--- src/rtl/adder_inverse.sv ---
// Recovers operand a from a registered adder sum by subtracting the known addend b,
// one CHUNK_WIDTH slice per clock, LSB first, with the borrow carried between slices.
module adder_inverse #(
    parameter int unsigned ADDER_WIDTH = 33,
    parameter int unsigned CHUNK_WIDTH = 8
) (
    input  logic                   clk,
    input  logic                   reset,
    input  logic                   in_valid,
    output logic                   in_ready,
    input  logic [ADDER_WIDTH:0]   sum,
    input  logic [ADDER_WIDTH-1:0] b,
    output logic                   out_valid,
    input  logic                   out_ready,
    output logic [ADDER_WIDTH-1:0] a,
    output logic                   overflow
);

    localparam int unsigned NumChunks = (ADDER_WIDTH + CHUNK_WIDTH) / CHUNK_WIDTH;
    localparam int unsigned PadWidth  = NumChunks * CHUNK_WIDTH;
    localparam int unsigned IdxWidth  = (NumChunks > 1) ? $clog2(NumChunks) : 1;
    localparam logic [IdxWidth-1:0] LastIdx = IdxWidth'(NumChunks - 1);

    typedef enum logic [1:0] {StIdle, StCalc, StDone} state_e;

    state_e                state_q;
    logic [PadWidth-1:0]   sum_q;
    logic [PadWidth-1:0]   b_q;
    logic [PadWidth-1:0]   res_q;
    logic                  borrow_q;
    logic [IdxWidth-1:0]   idx_q;

    logic [CHUNK_WIDTH:0]  diff;
    logic [PadWidth-1:0]   res_next;

    // Operands shift right each cycle, so the active slice is always the low chunk;
    // result slices enter at the top and land in place after the last slice.
    always_comb begin
        diff = {1'b0, sum_q[CHUNK_WIDTH-1:0]} - {1'b0, b_q[CHUNK_WIDTH-1:0]}
               - {{CHUNK_WIDTH{1'b0}}, borrow_q};
        res_next = res_q >> CHUNK_WIDTH;
        res_next[PadWidth-1 -: CHUNK_WIDTH] = diff[CHUNK_WIDTH-1:0];
    end

    always_ff @(posedge clk) begin
        if (reset) begin
            state_q   <= StIdle;
            in_ready  <= 1'b1;
            out_valid <= 1'b0;
            a         <= '0;
            overflow  <= 1'b0;
            sum_q     <= '0;
            b_q       <= '0;
            res_q     <= '0;
            borrow_q  <= 1'b0;
            idx_q     <= '0;
        end else begin
            case (state_q)
                StIdle: begin
                    if (in_valid) begin
                        sum_q    <= PadWidth'(sum);
                        b_q      <= PadWidth'(b);
                        res_q    <= '0;
                        borrow_q <= 1'b0;
                        idx_q    <= '0;
                        in_ready <= 1'b0;
                        state_q  <= StCalc;
                    end
                end
                StCalc: begin
                    sum_q    <= sum_q >> CHUNK_WIDTH;
                    b_q      <= b_q >> CHUNK_WIDTH;
                    res_q    <= res_next;
                    borrow_q <= diff[CHUNK_WIDTH];
                    idx_q    <= idx_q + IdxWidth'(1);
                    if (idx_q == LastIdx) begin
                        a         <= res_next[ADDER_WIDTH-1:0];
                        // Negative result or any bit above the a field is unrepresentable.
                        overflow  <= diff[CHUNK_WIDTH] | (|res_next[PadWidth-1:ADDER_WIDTH]);
                        out_valid <= 1'b1;
                        state_q   <= StDone;
                    end
                end
                StDone: begin
                    if (out_ready) begin
                        out_valid <= 1'b0;
                        in_ready  <= 1'b1;
                        state_q   <= StIdle;
                    end
                end
                default: begin
                    state_q   <= StIdle;
                    in_ready  <= 1'b1;
                    out_valid <= 1'b0;
                end
            endcase
        end
    end

endmodule

--- config.mk ---
export PLATFORM = sky130hd
export DESIGN_NAME = adder_inverse
export DESIGN_NICKNAME = d
export VERILOG_FILES = /design/src/rtl/adder_inverse.sv
export SDC_FILE = /design/constraint.sdc
export NUM_CORES = 1
export LEC_CHECK = 0
export CAP_MARGIN = 20
export CORE_MARGIN = 2
export CORE_UTILIZATION = 57
export DETAILED_ROUTE_END_ITERATION = 8
export GPL_ROUTABILITY_DRIVEN = 0
export PLACE_DENSITY = 0.92
export REMOVE_ABC_BUFFERS = 1
export SYNTH_ARGS = -nofsm -noshare
export SYNTH_HDL_FRONTEND = slang
export SYNTH_SLANG_ARGS = --single-unit
--- constraint.sdc ---
create_clock -name clk -period 3.9 [get_ports clk]
set_input_delay 0.39 -clock clk [delete_from_list [all_inputs] [get_ports clk]]
set_output_delay 0.39 -clock clk [all_outputs]
set_load 0.02 [all_outputs]
== Word-level counts from Yosys, hierarchy flattened ==
Cells that the tools add are included.
Operators by class
  multiplexer cells: 19
  bitwise logic cells: 3
  reduce and logical (&&, ||, !) cells: 8
  eq/ne operators: 6
  add/sub/neg operators: 3
Operators by type and width (number)
  case mux 40 bit (2 select lines): 3
  2-to-1 mux 40 bit: 3
  AND reduction 3 bit: 3
  subtractor 8 x 8 -> 9 bit: 1
  subtractor 9 x 1 -> 9 bit: 1
  OR reduction 7 bit: 1
  2-to-1 mux 2 bit: 3
  inequality test 2 bit, second input constant: 3
  case mux 1 bit (3 select lines): 2
  case mux 2 bit (3 select lines): 1
  case mux 3 bit (2 select lines): 1
  2-to-1 mux 1 bit: 4
  AND reduction 2 bit: 2
  adder 3 x 1 -> 3 bit, second input constant: 1
  == test 3 bit, second input constant: 1
  2-to-1 mux 3 bit: 1
  == test 2 x 1 -> 1 bit, second input constant: 1
  == test 2 bit, second input constant: 1
  logical NOT 2 bit: 1
  inverter 1 bit: 2
  case mux 1 bit (2 select lines): 1
  nonzero test 2 bit: 1
  OR 1 bit: 1
Word-level totals
  register bits after elaboration: 162
  logic and storage cells: 49
  output and inout port bits: 36

== Longest topological paths before layout ==
Gate-level depths: netlist of run 1.
  depth in word-level cells: 4
  gate-level depth with buffers: 10
  depth with buffers taken out: 9

== Least setup slack after synthesis of run 1 ==
No wires, ideal clock.
  path kind: reg2reg
  start point: register b_q[0]
  end point: register overflow
  data required time: 3771 ps
  clock period less this slack: 2234 ps
  buffers on the path: 0
  slack: 1666 ps
  setup time: 129 ps
  cell stages (with the launch flop): 9
  data arrival time: 2105 ps
  cells stage by stage: dfxtp_1 > inv_1 > fa_1 > fa_1 > nor3b_1 > o21ai_0 > xor2_1 > nor4_1 > a31oi_1
On the way
  longest elaborated chain between the ends: 4
Ends and longest elaborated chain
  start, declared: RTL line 28  | logic [PadWidth-1:0] b_q;
  start signal, assigned: RTL line 62  | b_q <= PadWidth'(b);
  start signal, assigned: RTL line 72  | b_q <= b_q >> CHUNK_WIDTH;
  subtractor 8 x 8 -> 9 bit *: RTL line 39  | diff = {1'b0, sum_q[CHUNK_WIDTH-1:0]} - {1'b0, b_q[CHUNK_WIDTH-1:0]}
  subtractor 9 x 1 -> 9 bit *: RTL line 40  | - {{CHUNK_WIDTH{1'b0}}, borrow_q};
  OR reduction 7 bit: RTL line 79  | overflow <= diff[CHUNK_WIDTH] | (|res_next[PadWidth-1:ADDER_WIDTH]);
  OR 1 bit *: RTL line 79
  end signal, assigned: RTL line 79
  end, declared: RTL line 16  | output logic overflow
Mark *: on every way between the ends. The rest lies on a longest branch, timed or not.
A chain may end at the register's enable or synchronous reset.

== Final worst setup path of run 1 ==
  start point: register borrow_q
  end point: register overflow
On the way
  longest elaborated chain between the ends: 3
Ends and longest elaborated chain
  start, declared: RTL line 30  | logic borrow_q;
  start signal, assigned: RTL line 74  | borrow_q <= diff[CHUNK_WIDTH];
  subtractor 9 x 1 -> 9 bit *: RTL line 40
  OR reduction 7 bit: RTL line 79
  OR 1 bit *: RTL line 79
Marked as above.

==> results_dict.tcl, run 1 <==
set metrics [dict create \
    yosys_warnings 0 \
    row_count 38 \
    first_iter_violations 427 \
    power_density_nw_per_um2 480.4 \
    tightest_slew_ps 1025 \
    pwr-share-clk_pct 43.1 \
    async_flop_share_pct 0 \
    die_area_um2 11820 \
    setup_violations 0 \
    peakVddDrop_mv 0.2498 \
    cp-start-kind "flop" \
    grt-ovfl-total 0 \
    drtPass1Iterations 5 \
    path_delay_family "adder cells" \
    cts.sinks 141 \
    ant_nets 0 \
    netSwitchingFraction_pct 26.39 \
    ys_ff_latch 141 \
    skew_ps 8.446 \
    cts-root-buf "clkbuf_8" \
    area.growth.synth_to_final_pct 26.83 \
    io_buffer_count 106 \
    cts_tree "yes" \
    htreeDepth 4 \
    met2_usage_pct 43.93 \
    end_kind "flop" \
    cts_buffer_depth 2 \
    final_max_slew_viol_count 0 \
    min_period_ps 2520 \
    cts_buffers 17 \
    synthDistinctLibCells 42 \
    max_freq_mhz 396.9 \
    die_h_um 108.7 \
    drc_errors 0 \
    rsz0062_at_grt "no" \
    use_met3_pct 6.874 \
    via_count 5763 \
    diodes 0 \
    switchingPower_mw 1.006 \
    vias_per_cell 5.547 \
    use_met1_pct 32.11 \
    die_x_um 108.7 \
    post-cts-setup-buffer-count 0 \
    drive_gt1_share_pct 5.562 \
    comb_power_share_pct 15.9 \
    hold_path_class "flop to flop" \
    crit_required_ps 4300 \
    routedWlPerCell_um 14.24 \
    syn_area_per_cell_um2 7.645 \
    cp_slowest_cell "fa_1" \
    path_max_fanout 3 \
    grtUsageTotal_pct 26.11 \
    busiest_layer "met2" \
    grt_pass1_wl_um 24810 \
    relSlewSlack_pct 31.52 \
    synth_flop_cell "dfxtp_1" \
    slowest_delay_ps 440 \
    hold_viol 0 \
    final_nets 976 \
    status "finished clean" \
    synth_area_leaders "dfxtp_1, nor2_1, a21oi_1, a22oi_1, nor2b_1" \
    seq_power_share_pct 41.0 \
    synth_top_area_share_pct 45.14 \
    synth_top_cell_by_area "dfxtp_1" \
    syn_inst 818 \
    fin_ws_ps 1380 \
    finalCritPeriodShare_pct 64.61 \
    core_area_um2 10790 \
    io_pins 107 \
    hold_buffers 0 \
    synth_edf_count 0 \
    worst_hold_slack_ps 453.0 \
    grt_pass1_vias 5412 \
    fillers 789 \
    dp_slack_ps 1459 \
    ctsResizeCount 0 \
    internal_power_mw 2.805 \
    cp_num_buf_inv 1 \
    grt_max_degree 93 \
    path_class "flop to flop" \
    cpMostUsedCell "fa_1" \
    mappedNetlistArea_um2 6253 \
    cp_data_arrival_time_ps 2920 \
    cp_cell_sequence "inv_1 -> fa_1 -> fa_1 -> nor3b_1 -> o21ai_0 -> xor2_1 -> nor4_1 -> a31oi_1" \
    clock_latency_ps 520 \
    clk_pin_slew_ps 60 \
    place_hpwl_um 8434 \
    ys_seq_area_share_pct 45.14 \
    maxCapViolCount 0 \
    start_util_pct 57.94 \
    routed_wl_um 14800 \
    p_leak_nw 3.107 \
    antenna_found_initial 0 \
]
==> synthesized netlist by cell type (all sizes together), types with 2 or more instances <==
library cell,n
inv,23
ha,16
a2111oi,2
clkbuf,54
o211ai,5
nand3,3
a211oi,9
buf,11
a22oi,47
xor2,2
o21a,2
or3,3
o21bai,2
fa,2
xnor2,3
dfxtp,141
nor3b,2
nor2,205
nand2b,3
a31oi,2
nor3,46
nor2b,51
o21ai,4
nand2,70
or2,3
a21oi,95
==> stage by stage <==
step,instance area (um2),setup TNS (ps),instances,util (%),power (mW)
after floorplan,5996,-7.455,753,-,1.975
after global placement,7289,0,1006,67.54,2.150
after detailed placement,7301,0,1007,67.64,2.170
after CTS,7904,0,1038,73.23,3.811
after global routing,7931,0,1039,73.49,3.972
final,7931,0,1039,73.49,3.811
==> tightest hold or removal path, delay by kind of cell, from the launching register on <==
| kind | cells | cell delay (ps) |
|---|---|---|
| AOI/OAI and AO/OA | 1 | 50 |
| DFF | 1 | 310 |
| and+or+nand+nor | 1 | 50 |
==> power groups by stage <==
stage               Clock (mW)  Combinational [mW]  Sequential [mW]
floorplan                    0               0.383             1.59
global placement             0               0.562             1.59
detailed placement           0               0.578             1.59
CTS                       1.65               0.594             1.56
global route              1.72               0.677             1.57
finish                    1.64               0.605             1.56
==> sequential cells by signal, indices dropped and copies added, names as in the netlist <==
signal	flops
a	33
state_q	2
b_q	33
idx_q	3
borrow_q	1
in_ready	1
sum_q	34
res_q	32
overflow	1
out_valid	1
==> worst paths after layout <==
| kind | slack [ps] | to | cells past startpoint | startpoint |
|---|---|---|---|---|
| worst min-delay path | 450 | a[2]$_SDFFE_PP0P_ | 2 | a[2]$_SDFFE_PP0P_ |
| worst min register to register | 450 | a[2]$_SDFFE_PP0P_ | 2 | a[2]$_SDFFE_PP0P_ |
| worst max-delay path | 1380 | overflow$_SDFFE_PP0P_ | 8 | borrow_q$_SDFFE_PP0P_ |
| worst max register to register | 1380 | overflow$_SDFFE_PP0P_ | 8 | borrow_q$_SDFFE_PP0P_ |
==> routing by layer <==
layer	vias up	share of wire, %
met3	32	5.6
met1	2656	42
li1	2867	-
met2	208	50
met5	-	0
met4	0	2.2
==> cell usage in the layout (no fill, tap or decap), types with 3 or more instances in the layout <==
cell             count
a211oi_1             9
a21oi_1             95
a22oi_1             47
buf_4                8
bufinv_16            3
clkbuf_16           17
clkdlybuf4s50_1    104
clkinvlp_4           4
dfxtp_1            139
ha_1                16
inv_1               23
inv_6                3
nand2_1             70
nand2b_1             3
nor2_1             204
nor2b_1             51
nor3_1              46
o211ai_1             5
o21ai_0              4
or2_2                3
or3_1                3
xnor2_1              3
==> layout make-up <==
cell class / count / area (um2) / area share, %
clock inverter: 12 / 160.2 / 2.019
multi-input combinational: 589 / 3094 / 39.01
clock buffer: 19 / 442.9 / 5.584
inverter: 23 / 86.33 / 1.088
sequential: 141 / 2828 / 35.65
tap: 140 / 175.2 / 2.209
timing repair buffer: 115 / 1145 / 14.43
==> kinds of logic after synthesis <==
family / count (synthesis) / share of synthesized area (%)
mux: 1 / 0.2400
fa+ha+maj: 18 / 3.842
simple gates: 391 / 27.53
xor+xnor: 5 / 0.7004
compound gates: 174 / 17.05
flops: 141 / 45.14
buf+inv: 88 / 5.502
Note: power is estimated with default switching activity, not from simulation.
==> inputs of run 2 (changes only) <==
--- a/config.mk
+++ b/config.mk
@@ -7,10 +7,10 @@
 export LEC_CHECK = 0
 export CAP_MARGIN = 20
 export CORE_MARGIN = 2
-export CORE_UTILIZATION = 57
+export CORE_UTILIZATION = 53
 export DETAILED_ROUTE_END_ITERATION = 8
 export GPL_ROUTABILITY_DRIVEN = 0
-export PLACE_DENSITY = 0.92
+export PLACE_DENSITY = 0.87
 export REMOVE_ABC_BUFFERS = 1
 export SYNTH_ARGS = -nofsm -noshare
 export SYNTH_HDL_FRONTEND = slang
==> constraint.sdc (replaced) <==
create_clock -name clk -period 2.6 [get_ports clk]
set_input_delay 0.26 -clock clk [delete_from_list [all_inputs] [get_ports clk]]
set_output_delay 0.26 -clock clk [all_outputs]
set_load 0.02 [all_outputs]
==> results_dict.tcl, run 2 (synthesized netlist as in run 1, its figures left out) <==
set metrics [dict create \
    die_h_um 112.6 \
    setup_violations 0 \
    drtPass1Iterations 4 \
    cts_tree "yes" \
    max_freq_mhz 413.2 \
    start_util_pct 54.53 \
    p_leak_nw 3.155 \
    rsz0062_at_grt "no" \
    clk_pin_slew_ps 60 \
    area.growth.synth_to_final_pct 28.05 \
    hold_path_class "input pin to flop" \
    maxCapViolCount 0 \
    grt-ovfl-total 0 \
    r2r_end "overflow$_SDFFE_PP0P_" \
    via_count 5593 \
    status "finished clean" \
    grt_pass1_vias 5235 \
    cts_buffers 17 \
    first_iter_violations 396 \
    cts_buffer_depth 2 \
    grt_pass1_wl_um 23390 \
    diodes 0 \
    cp_cell_sequence "inv_1 -> fa_1 -> fa_1 -> nor3b_1 -> o21ai_0 -> xor2_1 -> nor4_1 -> a31oi_1" \
    core_area_um2 11470 \
    path_max_fanout 3 \
    final_area_um2 8008 \
    min_path_cells 2 \
    vias_per_cell 5.337 \
    cpMostUsedCell "fa_1" \
    drc_errors 0 \
    cp_slowest_cell "fa_1" \
    routedWlPerCell_um 13.15 \
    slowest_delay_ps 450 \
    post-cts-setup-buffer-count 0 \
    die_x_um 112.6 \
    hold_path.startpoint "reset" \
    hold_end "sum_q[32]$_SDFFE_PP0P_" \
    clock_latency_ps 410 \
    path_class "flop to flop" \
    finalCritPeriodShare_pct 93.09 \
    antenna_found_initial 0 \
    grt_max_degree 90 \
    crit_required_ps 2890 \
    final_nets 981 \
    cts-root-buf "clkbuf_16" \
    final_max_slew_viol_count 0 \
    power_density_nw_per_um2 723.5 \
    row_count 39 \
    dpl_cell_area_um2 7371 \
    cts.sinks 141 \
    io_buffer_count 106 \
    min_period_ps 2420 \
    ff2ff_path_depth 8 \
    peakVddDrop_mv 0.3767 \
    final_common_cell "nor2_1" \
    top_register "sum_q" \
    cp_data_arrival_time_ps 2710 \
    fillers 887 \
    htreeDepth 4 \
    skew_ps 7.262 \
    final_cell_mix "nor2_1, dfxtp_1, clkdlybuf4s50_1, a21oi_1, nand2_1" \
    relSlewSlack_pct 52.31 \
    reg_top3 "sum_q (34), a (33), b_q (33)" \
    place_hpwl_um 8456 \
    routed_wl_um 13790 \
    hold_viol 0 \
    end_kind "flop" \
    ant_nets 0 \
    grtUsageTotal_pct 22.17 \
    die_area_um2 12680 \
    drive_gt1_share_pct 6.298 \
    tightest_slew_ps 715.3 \
    rr_startpoint "b_q[0]$_SDFFE_PP0P_" \
    largest_reg_flops 34 \
    cp-start-kind "flop" \
    worst_hold_slack_ps 353.1 \
    r2r_setup_slack_ps 180 \
    io_pins 107 \
]
-- run 2: worst max path at each step --
| stage | startpoint | endpoint | depth (start not counted) |
|---|---|---|---|
| 3_3_place_gp | b_q[0]$_SDFFE_PP0P_ | res_q[37]$_SDFFE_PP0P_ | 9 |
| 5_1_grt | sum_q[6]$_SDFFE_PP0P_ | overflow$_SDFFE_PP0P_ | 9 |
| 4_1_cts | b_q[0]$_SDFFE_PP0P_ | res_q[37]$_SDFFE_PP0P_ | 9 |
| 2_1_floorplan | state_q[0]$_SDFFE_PP0P_ | idx_q[2]$_SDFFE_PP0P_ | 5 |
| 3_5_place_dp | b_q[0]$_SDFFE_PP0P_ | res_q[37]$_SDFFE_PP0P_ | 9 |
| 6_report | b_q[0]$_SDFFE_PP0P_ | overflow$_SDFFE_PP0P_ | 8 |
-- run 2: report_power, final --
group	internal [mW]	switching, mW	total (mW)
Combinational	0.416	0.486	0.902
Clock	1.59	0.961	2.55
Sequential	2.27	0.0692	2.34
Total	4.28	1.52	5.79
-- run 2: per-layer routing --
metal | vias up | global-route usage, % | part of all wire, %
met2 | 135 | 37.80 | 49
met1 | 2562 | 26.76 | 43
li1 | 2875 | - | -
met4 | 0 | 6.829 | 1.4
met3 | 21 | 6.965 | 6.1
met5 | - | 0 | 0
-- run 2: worst max-delay path: cells and delay by family (launching register included) --
family / cells / cell delay [ps]
DFF: 1 / 310
and+or+nand+nor: 2 / 610
xor gates and xnor gates: 1 / 170
adders and majority gates: 2 / 880
buffers and inverters: 1 / 60
AOI/OAI and AO/OA: 2 / 280
-- run 2: metrics by stage --
stage          setup TNS, ps  worst slack [ps]  util [%]  instances  total power [mW]
6_report                   0             179.7     69.83       1048             5.793
2_1_floorplan        -100530             -1307         -        753             2.963
3_5_place_dp               0             156.0     64.28       1016             3.259
3_3_place_gp               0             168.9     64.10       1015             3.232
4_1_cts                    0             69.81     69.78       1048             5.825
5_1_grt                    0             53.67     69.83       1048             6.054
-- run 2: layout make-up --
type,count,area [um2],area share [%]
clock buffer,19,454.2,5.672
clock inverter,13,176.4,2.203
inverter,23,86.33,1.078
multi-input combinational,589,3100,38.72
sequential,141,2828,35.31
tap,143,178.9,2.234
timing repair buffer,120,1184,14.78
-- run 2: what timing repair did --
action	4_1_cts	5_1_grt
hold buffers	0	0
resized for setup	0	2
setup endpoints to repair	0	2
==> inputs of run 3 (changes only) <==
--- a/config.mk
+++ b/config.mk
@@ -12,6 +12,7 @@
 export GPL_ROUTABILITY_DRIVEN = 0
 export PLACE_DENSITY = 0.87
 export REMOVE_ABC_BUFFERS = 1
+export SKIP_CTS_REPAIR_TIMING = 1
 export SYNTH_ARGS = -nofsm -noshare
 export SYNTH_HDL_FRONTEND = slang
 export SYNTH_SLANG_ARGS = --single-unit
==> results of run 3 <==
Final layout, timing and power as in run 2 (identical DEF).
